--- src/rtl/tft_pkg.sv ---
// Shared constants, widths and state encoding for the TFT write-cursor generator.
package tft_pkg;
  localparam int TFT_COLS  = 800;
  localparam int TFT_ROWS  = 480;
  localparam int TFT_PAGES = 8;

  localparam int COL_W  = 10;
  localparam int ROW_W  = 9;
  localparam int PAGE_W = 3;

  typedef enum logic {
    CLEAR = 1'b0,
    RUN   = 1'b1
  } state_t;
endpackage

--- src/rtl/tft_cursor_cnt.sv ---
// Page/row/col write cursor: load beats increment, updates one cycle after inc/load.
// No backpressure; every inc pulse advances the cursor by one pixel.
module tft_cursor_cnt
  import tft_pkg::*;
#(
  parameter int COLS      = TFT_COLS,
  parameter int ROWS      = TFT_ROWS,
  parameter int NUM_PAGES = TFT_PAGES
) (
  input  logic              clk,
  input  logic              rst,
  input  logic              inc,
  input  logic              load,
  input  logic [PAGE_W-1:0] load_page,
  input  logic [ROW_W-1:0]  load_row,
  input  logic [COL_W-1:0]  load_col,
  input  logic              page_wrap,
  output logic [PAGE_W-1:0] page,
  output logic [ROW_W-1:0]  row,
  output logic [COL_W-1:0]  col,
  output logic              last_frame,
  output logic              last_all
);
  localparam logic [COL_W-1:0]  COL_LAST  = COL_W'(COLS - 1);
  localparam logic [ROW_W-1:0]  ROW_LAST  = ROW_W'(ROWS - 1);
  localparam logic [PAGE_W-1:0] PAGE_LAST = PAGE_W'(NUM_PAGES - 1);
  localparam logic [COL_W-1:0]  COL_ONE   = 1;
  localparam logic [ROW_W-1:0]  ROW_ONE   = 1;
  localparam logic [PAGE_W-1:0] PAGE_ONE  = 1;

  logic col_last;
  logic row_last;
  logic page_last;

  assign col_last   = (col == COL_LAST);
  assign row_last   = (row == ROW_LAST);
  assign page_last  = (page == PAGE_LAST);
  assign last_frame = col_last && row_last;
  assign last_all   = last_frame && page_last;

  always_ff @(posedge clk or posedge rst) begin
    if (rst) begin
      page <= '0;
      row  <= '0;
      col  <= '0;
    end else if (load) begin
      page <= load_page;
      row  <= load_row;
      col  <= load_col;
    end else if (inc) begin
      if (!col_last) begin
        col <= col + COL_ONE;
      end else begin
        col <= '0;
        if (!row_last) begin
          row <= row + ROW_ONE;
        end else begin
          row <= '0;
          // Page only advances while clearing; the last page folds back to 0.
          if (page_wrap) page <= page_last ? '0 : page + PAGE_ONE;
        end
      end
    end
  end
endmodule

--- src/rtl/tft_wr_addr_gen.sv ---
// Write-cursor generator: clears all pages at startup, then tracks host writes; 1-cycle registered outputs.
// Commands are accepted every RUN cycle (never in CLEAR) and take priority over a same-cycle increment.
module tft_wr_addr_gen
  import tft_pkg::*;
#(
  parameter int COLS      = TFT_COLS,
  parameter int ROWS      = TFT_ROWS,
  parameter int NUM_PAGES = TFT_PAGES
) (
  input  logic              clk,
  input  logic              rst,
  input  logic              startup_inc,
  input  logic              cmd_valid,
  input  logic [PAGE_W-1:0] cmd_page,
  input  logic [ROW_W-1:0]  cmd_row,
  input  logic [COL_W-1:0]  cmd_col,
  output logic              cmd_ready,
  output logic              cmd_err,
  output logic              startup,
  output logic [PAGE_W-1:0] page_set,
  output logic [ROW_W-1:0]  row_add_user,
  output logic [COL_W-1:0]  col_add_user,
  output logic              frame_done
);
  // One extra bit so a limit equal to 2**width still compares correctly.
  localparam logic [COL_W:0]  COL_LIM  = COLS;
  localparam logic [ROW_W:0]  ROW_LIM  = ROWS;
  localparam logic [PAGE_W:0] PAGE_LIM = NUM_PAGES;

  state_t state;
  state_t state_nxt;

  logic in_range;
  logic cmd_take;
  logic cmd_load;
  logic cnt_inc;
  logic last_frame;
  logic last_all;
  logic cmd_err_nxt;
  logic frame_done_nxt;

  assign in_range = ({1'b0, cmd_col}  < COL_LIM) &&
                    ({1'b0, cmd_row}  < ROW_LIM) &&
                    ({1'b0, cmd_page} < PAGE_LIM);

  always_ff @(posedge clk or posedge rst) begin
    if (rst) begin
      state      <= CLEAR;
      cmd_err    <= 1'b0;
      frame_done <= 1'b0;
    end else begin
      state      <= state_nxt;
      cmd_err    <= cmd_err_nxt;
      frame_done <= frame_done_nxt;
    end
  end

  always_comb begin
    state_nxt      = state;
    cmd_take       = 1'b0;
    cmd_load       = 1'b0;
    cnt_inc        = 1'b0;
    cmd_err_nxt    = 1'b0;
    frame_done_nxt = 1'b0;
    case (state)
      CLEAR: begin
        cnt_inc = startup_inc;
        if (startup_inc && last_all) state_nxt = RUN;
      end
      RUN: begin
        cmd_take = cmd_valid;
        if (cmd_take) begin
          cmd_load    = in_range;
          cmd_err_nxt = !in_range;
        end else begin
          cnt_inc        = startup_inc;
          frame_done_nxt = startup_inc && last_frame;
        end
      end
      default: state_nxt = CLEAR;
    endcase
  end

  assign startup   = (state == RUN);
  assign cmd_ready = (state == RUN);

  tft_cursor_cnt #(
    .COLS      (COLS),
    .ROWS      (ROWS),
    .NUM_PAGES (NUM_PAGES)
  ) u_cursor (
    .clk        (clk),
    .rst        (rst),
    .inc        (cnt_inc),
    .load       (cmd_load),
    .load_page  (cmd_page),
    .load_row   (cmd_row),
    .load_col   (cmd_col),
    .page_wrap  (state == CLEAR),
    .page       (page_set),
    .row        (row_add_user),
    .col        (col_add_user),
    .last_frame (last_frame),
    .last_all   (last_all)
  );
endmodule
--- config.mk ---
export PLATFORM = sky130hd
export DESIGN_NAME = tft_wr_addr_gen
export DESIGN_NICKNAME = d
export VERILOG_FILES = /design/src/rtl/tft_pkg.sv /design/src/rtl/tft_cursor_cnt.sv /design/src/rtl/tft_wr_addr_gen.sv
export SDC_FILE = /design/constraint.sdc
export NUM_CORES = 1
export LEC_CHECK = 0
export ABC_AREA = 0
export ABC_CLOCK_PERIOD_IN_PS = 2400
export CORE_ASPECT_RATIO = 0.75
export CORE_MARGIN = 5
export CORE_UTILIZATION = 45
export CTS_CLUSTER_DIAMETER = 30
export DETAILED_ROUTE_END_ITERATION = 8
export HOLD_SLACK_MARGIN = 0.1
export PLACE_DENSITY = 0.87
export REMOVE_ABC_BUFFERS = 1
export SYNTH_ARGS = -nofsm -noshare
export SYNTH_HDL_FRONTEND = slang
export SYNTH_SLANG_ARGS = --single-unit
export TNS_END_PERCENT = 100
--- constraint.sdc ---
create_clock -name clk -period 2.4 [get_ports clk]
set_input_delay 0.72 -clock clk [delete_from_list [all_inputs] [get_ports clk]]
set_output_delay 0.72 -clock clk [all_outputs]
set_load 0.03 [all_outputs]
==> results.json <==
{
  "status": "finished clean",
  "cap_violations": 0,
  "cp.required_ns": 2.53,
  "synthArstFlopShare_pct": 100,
  "timing.final.crit_share_pct": 95.3,
  "p_comb_share_pct": 29.9,
  "path_max_fanout": 9,
  "drtPass1Iterations": 4,
  "p_switching_w": 0.000376,
  "die_x_um": 76.8,
  "yosys.area_share.adder_pct": 3.33,
  "cp-end-kind": "flop",
  "clkLatencyLatePin_ns": 0.27,
  "cts_buffers": 3,
  "critPathSlowestCell": "clkdlybuf4s50_1",
  "vias": 1458,
  "layout_min_cycle_time_ns": 2.29,
  "die_h_um": 60.1,
  "drc": 0,
  "yosys.area.top_type": "dfrtp_1",
  "slew_viol_final": 0,
  "viasPerCell": 5.63,
  "synth_cells": 165,
  "synth.area.mux_share_pct": 2.66,
  "antennaDiodeCount": 0,
  "cts_max_level": 1,
  "arrival_ns": 2.42,
  "dieArea_um2": 4610,
  "synthSimpleGateAreaFrac_pct": 26.5,
  "ys_seq_area_share_pct": 41.6,
  "cts_tree": "built",
  "numPortBuffers": 51,
  "cpPeakStageDelay_ns": 0.44,
  "clkPwrFrac_pct": 22.3,
  "hold_viol_final": 0,
  "grt_max_degree": 26,
  "clock_sinks": 25,
  "clk_path_buf_depth": 2,
  "p_sw_share_pct": 33.6,
  "fin_util_pct": 65.4,
  "clkTransAtPathRegs_ns": 0.08,
  "synth_common_cells": "25 x dfrtp_1, 19 x nand2_1, 16 x nand3_1",
  "slew_headroom_pct": 73.9,
  "ant_nets": 0,
  "powerDensity_nw_per_um2": 528,
  "tns_ns": 0,
  "rows": 18,
  "area_growth_pct": 40.9,
  "synth-seq-cells": 25,
  "setup_ws_ns": 0.112,
  "initial_utilization_pct": 46.4,
  "synth_top_family_by_area": "simple AND/OR/NAND/NOR gates",
  "min-delay-path-class": "flop to flop",
  "crit_path_start_kind": "input port",
  "ir_drop_mv": 0.446,
  "seqPwrFrac_pct": 47.8,
  "yosys_warnings": 0,
  "synth-xor-area-share_pct": 2.33,
  "dp_hpwl_um": 2940,
  "cts_root_buffer": "clkbuf_8",
  "cts_setup_buffers": 0,
  "crit_family": "compound AO/OA/AOI/OAI gates",
  "synth_area_leaders": "dfrtp_1 42%, nand3_1 5.3%, nand2_1 4.7%",
  "ys_types": 42,
  "synth_top_area_share_pct": 41.6,
  "tightest_slew_ns": 0.390,
  "syn-cell-area_um2": 1500,
  "preCtsSetupSlack_ns": -0.119,
  "fin_nets": 250,
  "cts_hold_buf": 0,
  "path_buf_inv": 2,
  "leakagePower_nw": 0.841,
  "design.portCount": 52,
  "core_area_um2": 3240,
  "cp_cell_sequence": "clkdlybuf4s50_1 -> o311a_1 -> a41oi_1 -> nand3_1 -> buf_4 -> o211ai_1 -> o311ai_0",
  "gp_congestion": 0.878,
  "crit_type": "input port to flop",
  "synth_edf_count": 0,
  "grt_first_pass_wirelength_um": 6370,
  "rsz0062_at_grt": "no",
  "overflow": 0,
  "fin_worst_skew_ns": 0.00204,
  "fmax_ghz": 0.437,
  "worst_hold_slack_ns": 0.559,
  "antenna_found_initial": 0,
  "drt-wirelength-per-cell_um": 15.0,
  "wl_um": 3890,
  "setup_violations": 0,
  "drive_gt1_share_pct": 9.59,
  "synth.most_common_cell": "dfrtp_1",
  "cts_resized": 0,
  "yosys_most_used_dff": "dfrtp_1",
  "internal-power_w": 0.000743,
  "grt_pass1_vias": 1345,
  "first_iter_violations": 80,
  "grt_use_total_pct": 17.1,
  "syn-mean-instance-area_um2": 9.11,
  "synth_compound_area_share_pct": 19.3
}
flip-flops by register name (all words and copies together), names as in the netlist:
name and count:
cmd_err 1, cmd_ready 1, frame_done 1, u_cursor.col 10, u_cursor.page 3, u_cursor.row 9
power by group through the flow:
stage	Combinational, W	Clock (W)	Sequential (W)
after detailed placement	0.000336	0	0.000542
after global routing	0.000355	0.000273	0.000546
final	0.000334	0.000249	0.000535
after floorplan	0.0000830	0	0.000620
after CTS	0.000337	0.000256	0.000535
after global placement	0.000331	0	0.000543
cells by family (layout without fill, tap and decap cells):
family	count (synthesis)	after routing
fa+ha+maj	4	4
xor+xnor	4	4
flops	25	25
compound gates	44	44
simple gates	72	72
buf+inv	12	66
mux	4	4
worst register-to-register path, stage by stage, from the launching register on:
cell,delay [ns]
dfrtp_1,0.45
ha_1,0.22
nand4_1,0.22
nor4b_4,0.47
and4b_1,0.36
mux2i_1,0.24
a21oi_1,0.09
worst paths after layout:
path | from | to | slack [ns] | cells past startpoint
max | cmd_col[6] | u_cursor.col[9] | 0.11 | 7
min | u_cursor.col[4] | u_cursor.col[4] | 0.56 | 1
max reg2reg | u_cursor.row[0] | u_cursor.page[1] | 0.25 | 6
min reg2reg | u_cursor.col[4] | u_cursor.col[4] | 0.56 | 1
max in group asynchronous | rst | u_cursor.row[5] | 1.36 | 3
min in group asynchronous | rst | u_cursor.col[3] | 0.79 | 3
layout by cell type (no fill, tap or decap), types with 2 or more instances in the layout:
cell | synthesis | final
a21oi_1 | 8 | 8
a31oi_1 | 7 | 7
and3_2 | 2 | 2
buf_4 | 2 | 9
clkbuf_8 | 0 | 3
clkdlybuf4s50_1 | 0 | 51
dfrtp_1 | 25 | 25
ha_1 | 4 | 4
inv_1 | 2 | 2
mux2i_1 | 4 | 4
nand2_1 | 19 | 19
nand3_1 | 16 | 16
nand4_1 | 2 | 2
nor2_1 | 15 | 15
nor2b_1 | 2 | 2
nor3_1 | 3 | 3
nor4b_4 | 2 | 2
o211ai_1 | 3 | 3
o21a_1 | 2 | 2
o21ai_0 | 13 | 13
o311ai_0 | 3 | 3
or4_1 | 2 | 2
xnor2_1 | 2 | 2
xor2_1 | 2 | 2
layer usage:
| metal | wire, um | global-route usage, % |
|---|---|---|
| met5 | 0 | 0 |
| met4 | 40 | 2.99 |
| met3 | 267 | 4.52 |
| met2 | 1790 | 27.8 |
| met1 | 1790 | 23.3 |
cell type report:
type                    instances  area [um^2]
flip-flops and latches         25          626
inverters                       2         7.51
clock buffers                   4         45.0
repair buffers                 60          578
well taps                      40         50.0
fillers                       293         1120
multi-input cells             128          813
stage by stage:
step | power [W] | cells | cell area (um^2)
after floorplan | 0.000703 | 155 | 1450
after global placement | 0.000873 | 255 | 2070
after detailed placement | 0.000878 | 255 | 2070
after CTS | 0.00113 | 259 | 2120
after global routing | 0.00117 | 259 | 2120
final | 0.00112 | 259 | 2120
Power figures use the tool's default switching activity.
==> RTL edit: new RTL, same settings <==
Put one more register stage on the output `cmd_err`, without a reset. The value now appears one clock later. The other outputs are not delayed to match.
--- a/src/rtl/tft_wr_addr_gen.sv
+++ b/src/rtl/tft_wr_addr_gen.sv
@@ -29,2 +29,4 @@
 
+  logic cmd_err_s0;
+
   state_t state;
@@ -48,3 +50,3 @@
       state      <= CLEAR;
-      cmd_err    <= 1'b0;
+      cmd_err_s0 <= 1'b0;
       frame_done <= 1'b0;
@@ -52,3 +54,3 @@
       state      <= state_nxt;
-      cmd_err    <= cmd_err_nxt;
+      cmd_err_s0 <= cmd_err_nxt;
       frame_done <= frame_done_nxt;
@@ -105,2 +107,6 @@
   );
+  always_ff @(posedge clk) begin
+    cmd_err <= cmd_err_s0;
+  end
+
 endmodule
Function: same outputs for any inputs over 10 cycles, from zero or initial values and one cycle with rst high; that may be too few to reach the edited logic, so the function may still have changed.
==> RTL edit against the original RTL <==
Count of clock-buffer cells in the layout unchanged; clock skew up 0.0047 ns; setup slack worse by 0.0021 ns; final area up 11%; power up 6.4%; sequential cell count up 1; global-route usage up 2.6 points; wire length up 20%; combinational power up 4%; utilization up 4.0 points; area after synthesis up 8.3%; critical endpoint is now col_add_user[5]; largest power group unchanged.
==> RTL edit: results (changes against the original RTL) <==
metric	value	unit	change
status	complete, no violations		
avgSynthCellArea	9.81	µm²	+7.7%
largestRegisters	u_cursor.col x10, u_cursor.row x9, u_cursor.page x3		
fill_cells	250		-15%
grt_pass1_wl	7.89	mm	+24%
rrSetupSlack	0.40	ns	+0.15 ns
numPortBuffers	51		unchanged
antenna_found_initial	0		unchanged
synth_area_leaders	dfrtp_1 38%, mux2i_1 4.3%, mux2_1 4.1%, nand2_1 3.2%, ha_1 3.1%		
cp_top_family	buffers and inverters		
yosys-top-cells-count	25 x dfrtp_1, 14 x nand2_1, 9 x nand3_1		
groute.usage.overall	0.197		+0.0262
gp_congestion	0.911		+3.8%
vias_per_cell	5.92		+5.2%
leakage	0.989	nW	+18%
r2r_end	u_cursor.page[2]		
synth-async-reset-ratio	0.962		-0.0385
wl	4.66	mm	+20%
dp_hpwl	3.61	mm	+23%
final_layout_size_suffix_gt1_frac	0.155		+0.0593
skew	0.00674	ns	+0.00471 ns
path_clk_slew	0.10	ns	+0.02 ns
placedCellCount	268		+5.1%
slew_headroom	0.682		-0.0570
synth_cell_types	52		+24%
vdd_drop_max	0.542	mV	+21%
cp.arrival	1.57	ns	-0.85 ns
rr_worst_depth	5		-1
layout.cells.non_filler	272		+5.0%
seq_area_frac_synth	0.396		-0.0197
fin_nets	263		+5.2%
cp-startpoint	u_cursor.col[5]		
drt_iter0_drc	130		+63%
endpoint	col_add_user[5]		
clk_latency	0.28	ns	
critPathMaxStageDelay	0.75	ns	+0.31 ns
r2r-start	u_cursor.col[0]		
## RTL edit: cell count changes in the layout (fill, tap and decap cells not counted), moves of 3 or more
cell	change
a31oi_1	-5
buf_4	+10
mux2_1	+6
mux2i_1	+3
nand2_1	-5
nand3_1	-7
nand4_1	+6
nor2_1	-11
nor4_1	+3
o21ai_0	-5
o21ai_1	+4
## RTL edit: kinds of logic (layout without fill, tap and decap cells)
| logic type | Yosys count | count (layout) | share of synthesized area |
|---|---|---|---|
| buffers and inverters | 12 | 78 | 0.0376 |
| multiplexers | 14 | 14 | 0.0914 |
| AO/OA/AOI/OAI | 47 | 47 | 0.204 |
| AND/OR/NAND/NOR | 60 | 60 | 0.223 |
| flip-flops | 26 | 26 | 0.396 |
| adder cells (fa/ha/maj) | 4 | 4 | 0.0307 |
| XOR/XNOR | 3 | 3 | 0.0161 |
## RTL edit: per-stage QoR
step	power [mW]	setup TNS (ns)	hold slack [ns]	instance area [µm²]	setup slack, ns
floorplan	0.721	-0.0125	0.324	1580	-0.0125
global placement	0.894	-1.16	0.329	2290	-0.171
detailed placement	0.902	-1.45	0.327	2290	-0.195
CTS	1.19	0	0.349	2340	0.0911
global route	1.25	0	0.363	2340	0.0563
finish	1.19	0	0.349	2340	0.110
## RTL edit: layer usage
metal  track usage  part of all wire  vias up
met3        0.0648              0.11        4
met2         0.293              0.44       64
li1              -                 -      782
met1         0.286              0.45      761
met4        0.0193            0.0030        0
met5             0                 0        -
## RTL edit: worst min-delay path by stage
stage / from / endpoint / slack (ns) / cells after the start
floorplan: cmd_err_s0 / cmd_err / 0.32 / 0
global placement: cmd_err_s0 / cmd_err / 0.33 / 0
detailed placement: cmd_err_s0 / cmd_err / 0.33 / 0
CTS: cmd_err_s0 / cmd_err / 0.35 / 0
global route: cmd_err_s0 / cmd_err / 0.36 / 0
finish: cmd_err_s0 / cmd_err / 0.35 / 0
## RTL edit: final cells by class
type                            instances  area share
Tap cell                               40      0.0214
Inverter                                4     0.00641
Timing Repair Buffer                   70       0.279
Clock buffer                            4      0.0235
Sequential cell                        26       0.276
Multi-Input combinational cell        128       0.394
## RTL edit: timing repair
item	4_1_cts	5_1_grt
gates resized for setup	0	1
endpoints found under the setup margin	0	1
endpoints found under the hold margin	0	0
## RTL edit: report_power, final
part	switching [mW]	leakage (nW)	total (mW)	internal [mW]
Combinational	0.183	0.625	0.347	0.164
Sequential	0.0657	0.335	0.546	0.480
Clock	0.150	0.0288	0.297	0.147
Total	0.399	0.989	1.19	0.791
